File: src/rtl/arith_pkg.sv
// Shared arithmetic-block definitions: serial FSM state encoding and a
// constant clog2 helper for sizing counters.
package arith_pkg;

    typedef enum logic [1:0] {
        ST_IDLE = 2'd0,
        ST_RUN  = 2'd1,
        ST_DONE = 2'd2
    } state_e;

    // Ceiling log2; clog2(1) = 0.
    function automatic int unsigned clog2(input int unsigned n);
        int unsigned r;
        longint unsigned v;
        r = 0;
        v = 1;
        while (v < longint'(n)) begin
            v = v << 1;
            r = r + 1;
        end
        return r;
    endfunction

endpackage

File: src/rtl/full_subtractor.sv
// One-bit full subtractor cell built from gate primitives.
//   a, b  : minuend / subtrahend bit
//   bin   : borrow in
//   d     : a ^ b ^ bin
//   bout  : (~a & b) | (~(a ^ b) & bin)
module full_subtractor (
    input  logic a,
    input  logic b,
    input  logic bin,
    output logic d,
    output logic bout
);

    wire t_w;
    wire na_w;
    wire nt_w;
    wire g0_w;
    wire g1_w;
    wire d_w;
    wire bout_w;

    xor u_x0 (t_w,  a,    b);
    xor u_x1 (d_w,  t_w,  bin);
    not u_n0 (na_w, a);
    not u_n1 (nt_w, t_w);
    and u_a0 (g0_w, na_w, b);
    and u_a1 (g1_w, nt_w, bin);
    or  u_o0 (bout_w, g0_w, g1_w);

    assign d    = d_w;
    assign bout = bout_w;

endmodule

File: src/rtl/serial_subtractor.sv
// Bit-serial unsigned subtractor: diff = minuend - subtrahend - bin,
// one bit per clock LSB first through a single full-subtractor cell.
//   in_valid/in_ready   : operand handshake (ready only in IDLE)
//   minuend, subtrahend : WIDTH-bit unsigned operands, bin: borrow in
//   out_valid/out_ready : result handshake (valid held in DONE)
//   diff, bout          : registered result, held until the next DONE
//   busy                : high in RUN or DONE
module serial_subtractor
    import arith_pkg::*;
#(
    parameter int unsigned WIDTH = 4
) (
    input  logic             clk,
    input  logic             rst_n,
    input  logic             in_valid,
    output logic             in_ready,
    input  logic [WIDTH-1:0] minuend,
    input  logic [WIDTH-1:0] subtrahend,
    input  logic             bin,
    output logic             out_valid,
    input  logic             out_ready,
    output logic [WIDTH-1:0] diff,
    output logic             bout,
    output logic             busy
);

    localparam int unsigned CW = clog2(WIDTH) + 1;

    state_e           state_q, state_d;
    logic [WIDTH-1:0] a_q, a_d;
    logic [WIDTH-1:0] b_q, b_d;
    logic [WIDTH-1:0] res_q, res_d;
    logic [WIDTH-1:0] diff_q, diff_d;
    logic             borrow_q, borrow_d;
    logic             bout_q, bout_d;
    logic [CW-1:0]    cnt_q, cnt_d;

    logic             fs_d;
    logic             fs_bout;
    logic [WIDTH-1:0] res_shift;

    full_subtractor u_fs (
        .a    (a_q[0]),
        .b    (b_q[0]),
        .bin  (borrow_q),
        .d    (fs_d),
        .bout (fs_bout)
    );

    // New difference bit enters at the MSB; after WIDTH shifts the LSB lands at bit 0.
    assign res_shift = (res_q >> 1) | (WIDTH'(fs_d) << (WIDTH - 1));

    // Next-state and datapath
    always_comb begin
        state_d  = state_q;
        a_d      = a_q;
        b_d      = b_q;
        res_d    = res_q;
        diff_d   = diff_q;
        borrow_d = borrow_q;
        bout_d   = bout_q;
        cnt_d    = cnt_q;
        case (state_q)
            ST_IDLE: begin
                if (in_valid) begin
                    state_d  = ST_RUN;
                    a_d      = minuend;
                    b_d      = subtrahend;
                    borrow_d = bin;
                    cnt_d    = '0;
                    res_d    = '0;
                end
            end
            ST_RUN: begin
                a_d      = a_q >> 1;
                b_d      = b_q >> 1;
                res_d    = res_shift;
                borrow_d = fs_bout;
                cnt_d    = cnt_q + CW'(1);
                if (cnt_q == CW'(WIDTH - 1)) begin
                    state_d = ST_DONE;
                    diff_d  = res_shift;
                    bout_d  = fs_bout;
                end
            end
            ST_DONE: begin
                if (out_ready) begin
                    state_d = ST_IDLE;
                end
            end
            default: begin
                state_d = ST_IDLE;
            end
        endcase
    end

    // State and datapath registers
    always_ff @(posedge clk or negedge rst_n) begin
        if (!rst_n) begin
            state_q  <= ST_IDLE;
            a_q      <= '0;
            b_q      <= '0;
            res_q    <= '0;
            diff_q   <= '0;
            borrow_q <= 1'b0;
            bout_q   <= 1'b0;
            cnt_q    <= '0;
        end else begin
            state_q  <= state_d;
            a_q      <= a_d;
            b_q      <= b_d;
            res_q    <= res_d;
            diff_q   <= diff_d;
            borrow_q <= borrow_d;
            bout_q   <= bout_d;
            cnt_q    <= cnt_d;
        end
    end

    // Handshake flags are decoded straight from the state register
    assign in_ready  = (state_q == ST_IDLE);
    assign out_valid = (state_q == ST_DONE);
    assign busy      = (state_q != ST_IDLE);
    assign diff      = diff_q;
    assign bout      = bout_q;

endmodule

File: config.mk
export PLATFORM = sky130hd
export DESIGN_NAME = serial_subtractor
export DESIGN_NICKNAME = d
export VERILOG_FILES = /design/src/rtl/arith_pkg.sv /design/src/rtl/full_subtractor.sv /design/src/rtl/serial_subtractor.sv
export SDC_FILE = /design/constraint.sdc
export NUM_CORES = 1
export LEC_CHECK = 0
export ABC_AREA = 1
export ABC_CLOCK_PERIOD_IN_PS = 2400
export BUFFER_PORTS_ARGS = -buffer_cell sky130_fd_sc_hd__buf_2
export CELL_PAD_IN_SITES_DETAIL_PLACEMENT = 1
export CELL_PAD_IN_SITES_GLOBAL_PLACEMENT = 1
export CORE_ASPECT_RATIO = 0.6
export CORE_MARGIN = 5
export CORE_UTILIZATION = 30
export DETAILED_ROUTE_END_ITERATION = 8
export PLACE_DENSITY_LB_ADDON = 0.05
export SLEW_MARGIN = 10
export SYNTH_ARGS = -nofsm -noshare
export SYNTH_HDL_FRONTEND = slang
export SYNTH_SLANG_ARGS = --single-unit
File: constraint.sdc
create_clock -name clk -period 2.4 [get_ports clk]
set_input_delay 0.12 -clock clk [delete_from_list [all_inputs] [get_ports clk]]
set_output_delay 0.12 -clock clk [all_outputs]
set_load 0.02 [all_outputs]
==> flow_metrics.tcl <==
set metrics [dict create \
    pin_count 21 \
    p_per_area_nw_per_um2 1410 \
    p_total_mw 1.83 \
    rsz0062_at_grt "false" \
    multi_input_area_um2 450 \
    seqPwrFrac_pct 36.5 \
    core-area_um2 3590 \
    grt_overflow 0 \
    cts_buffers 3 \
    ys_ff_latch 22 \
    cts_tree "built" \
    syn_nets 137 \
    met3_length_um 142 \
    cts.clk_slew.worst_paths_ps 90 \
    cts_buffer_depth 2 \
    ff_latch_area_um2 551 \
    placementRows 17 \
    routabilityCongestion 0.724 \
    critPathLaunchType "flop" \
    p_clk_share_pct 14.8 \
    ys_warn_count 0 \
    preCtsSetupSlack_ps 1010 \
    top_layer "met4" \
    synth_top_area_share_pct 50.2 \
    final-setup-viol-count 0 \
    drt_wl_total_um 2550 \
    ys_types 19 \
    cp.arrival_ps 1390 \
    peakVddDrop_uv 435 \
    cts_num_sinks 22 \
    dp.final_hpwl_um 1870 \
    hp-start "out_ready" \
    worst_pin_slew_ps 562 \
    wirelength_met1_um 1340 \
    required_ps 2280 \
    path_class "reg2out" \
    filler_cell_count 435 \
    h-tree-depth 1 \
    viasPerCell 4.37 \
    clk_latency_ps 270 \
    path_buf_inv 2 \
    die_w_um 88.0 \
    setup_slack_ps 889 \
    drt_iter0_markers 15 \
    cts_root_buffer "clkbuf_8" \
    antenna_left 0 \
    firstDrtPassIters 4 \
    cp-end-kind "output port" \
    hold_path_depth 2 \
    drt_drc_violations_left 0 \
    hold_viol 0 \
    p_sw_share_pct 45.3 \
    regToRegStartpoint "state_q[0]$_DFFE_PN0P_" \
    initial_core_util_pct 30.5 \
    crit_chain "nor2_1 > inv_1 > buf_2" \
    grt_max_degree 23 \
    synth-main-ff-cell "dfrtp_1" \
    cp_max_fo 15 \
    areaGrowthSynthToFinish_pct 18.9 \
    grt_pass1_vias 850 \
    met2WireLength_um 1040 \
    crit_family "flip-flops" \
    antenna_cells 0 \
    rr_worst_depth 5 \
    slowest_delay_ps 710 \
    slew_violations 0 \
    drive_gt1_share_pct 31.3 \
    num_vias 834 \
    die-area_um2 5000 \
    ff2ff_setup_slack_ps 980 \
    fin_crit_sh_pct 63.0 \
    fin_setup_tns_ps 0 \
    synth-async-reset-ratio_pct 100 \
    seq_area_frac_synth_pct 50.2 \
    slew_headroom_pct 62.5 \
    numPortBuffers 20 \
    rr_endpoint "diff[3]$_DFFE_PN0P_" \
    drv_cap 0 \
    synth.area.top_cells "dfrtp_1 50%, nand2_1 14%, inv_1 6.5%" \
    hold_class "in2reg" \
    synth_top_cells_by_count "40 x nand2_1, 22 x dfrtp_1, 19 x inv_1" \
    synth_area_per_cell_um2 9.06 \
    holdPathEnd "state_q[1]$_DFFE_PN0P_" \
    grt.total_usage_pct 11.5 \
    dieHeight_um 56.8 \
    worst_path_max_delay_cell "dfrtp_1" \
    synth_area_um2 1100 \
    synth_enable_flop_cells 0 \
    grt_pass1_wl_um 4330 \
    postLayoutCoreUtil_pct 36.3 \
    yosysMostFrequentCell "nand2_1" \
    status "complete, no violations" \
    cell_internal_pwr_mw 1.00 \
    fmax_mhz 662 \
    power_switching_mw 0.832 \
    synthCells 121 \
    combPwrFrac_pct 48.7 \
    avgRoutedWirePerCell_um 13.4 \
    finClkSkew_ps 10.0 \
    p_leak_nw 0.712 \
    yosysTopAreaCell "dfrtp_1" \
    fin_nets 161 \
    antenna_found_initial 0 \
    post-route-min-period_ps 1510 \
]
==> cell type report <==
| class | instances | share of cell area [%] |
|---|---|---|
| well taps | 47 | 4.51 |
| multi-input cells | 76 | 34.5 |
| repair buffers | 21 | 8.45 |
| clock buffers | 4 | 4.22 |
| inverters | 21 | 6.05 |
| flip-flops and latches | 22 | 42.2 |
==> metrics by stage <==
step | hold WS, ps | area (um^2) | instances
2_1_floorplan | -176 | 1100 | 121
3_3_place_gp | 126 | 1240 | 186
3_5_place_dp | 126 | 1240 | 186
4_1_cts | 37.9 | 1300 | 191
5_1_grt | 45.2 | 1300 | 191
6_report | 40.1 | 1300 | 191
==> worst max path at each step <==
stage	from	depth (start not counted)	slack [ps]	end
6_report	state_q[0]$_DFFE_PN0P_	3	890	busy
5_1_grt	state_q[0]$_DFFE_PN0P_	3	800	busy
4_1_cts	state_q[0]$_DFFE_PN0P_	3	880	busy
3_5_place_dp	state_q[0]$_DFFE_PN0P_	5	1010	diff[2]$_DFFE_PN0P_
3_3_place_gp	state_q[0]$_DFFE_PN0P_	5	1080	bout$_DFFE_PN0P_
2_1_floorplan	state_q[0]$_DFFE_PN0P_	2	1210	busy
==> logic make-up after synthesis <==
family	share of synthesized area, %
simple gates	27.6
buf+inv	8.68
flops	50.2
compound gates	9.36
fa+ha+maj	4.11
==> what timing repair did <==
action | 4_1_cts | 5_1_grt
resized for setup | 0 | 0
hold endpoints to repair | 22 | 0
hold buffers | 1 | 0
setup buffers | 0 | 0
==> sequential cells by signal, indices dropped and copies added, names as in the netlist <==
register	count
cnt_q	3
a_q	4
b_q	4
bout	1
diff	4
res_q	3
borrow_q	1
state_q	2
==> per-layer routing <==
| metal | track usage, % | up-vias |
|---|---|---|
| li1 | - | 417 |
| met1 | 16.3 | 396 |
| met2 | 16.2 | 16 |
| met3 | 3.81 | 5 |
| met4 | 3.88 | 0 |
| met5 | 0 | - |
==> cell usage in the layout, fill, tap and decap left out, drive strengths merged, types with 2 or more instances in the layout <==
cell type  instances
nand2             43
o21ai             11
clkbuf             4
buf               20
dfrtp             22
a21oi              2
nor2               4
inv               21
nand3             11
ha                 2
==> power groups by stage <==
stage	sequential (mW)	combinational, mW	clock [mW]
2_1_floorplan	0.681	0.665	0
3_3_place_gp	0.672	0.901	0
3_5_place_dp	0.678	0.910	0
4_1_cts	0.674	0.920	0.281
5_1_grt	0.694	1.02	0.300
6_report	0.670	0.893	0.272
Power figures use the tool's default switching activity.
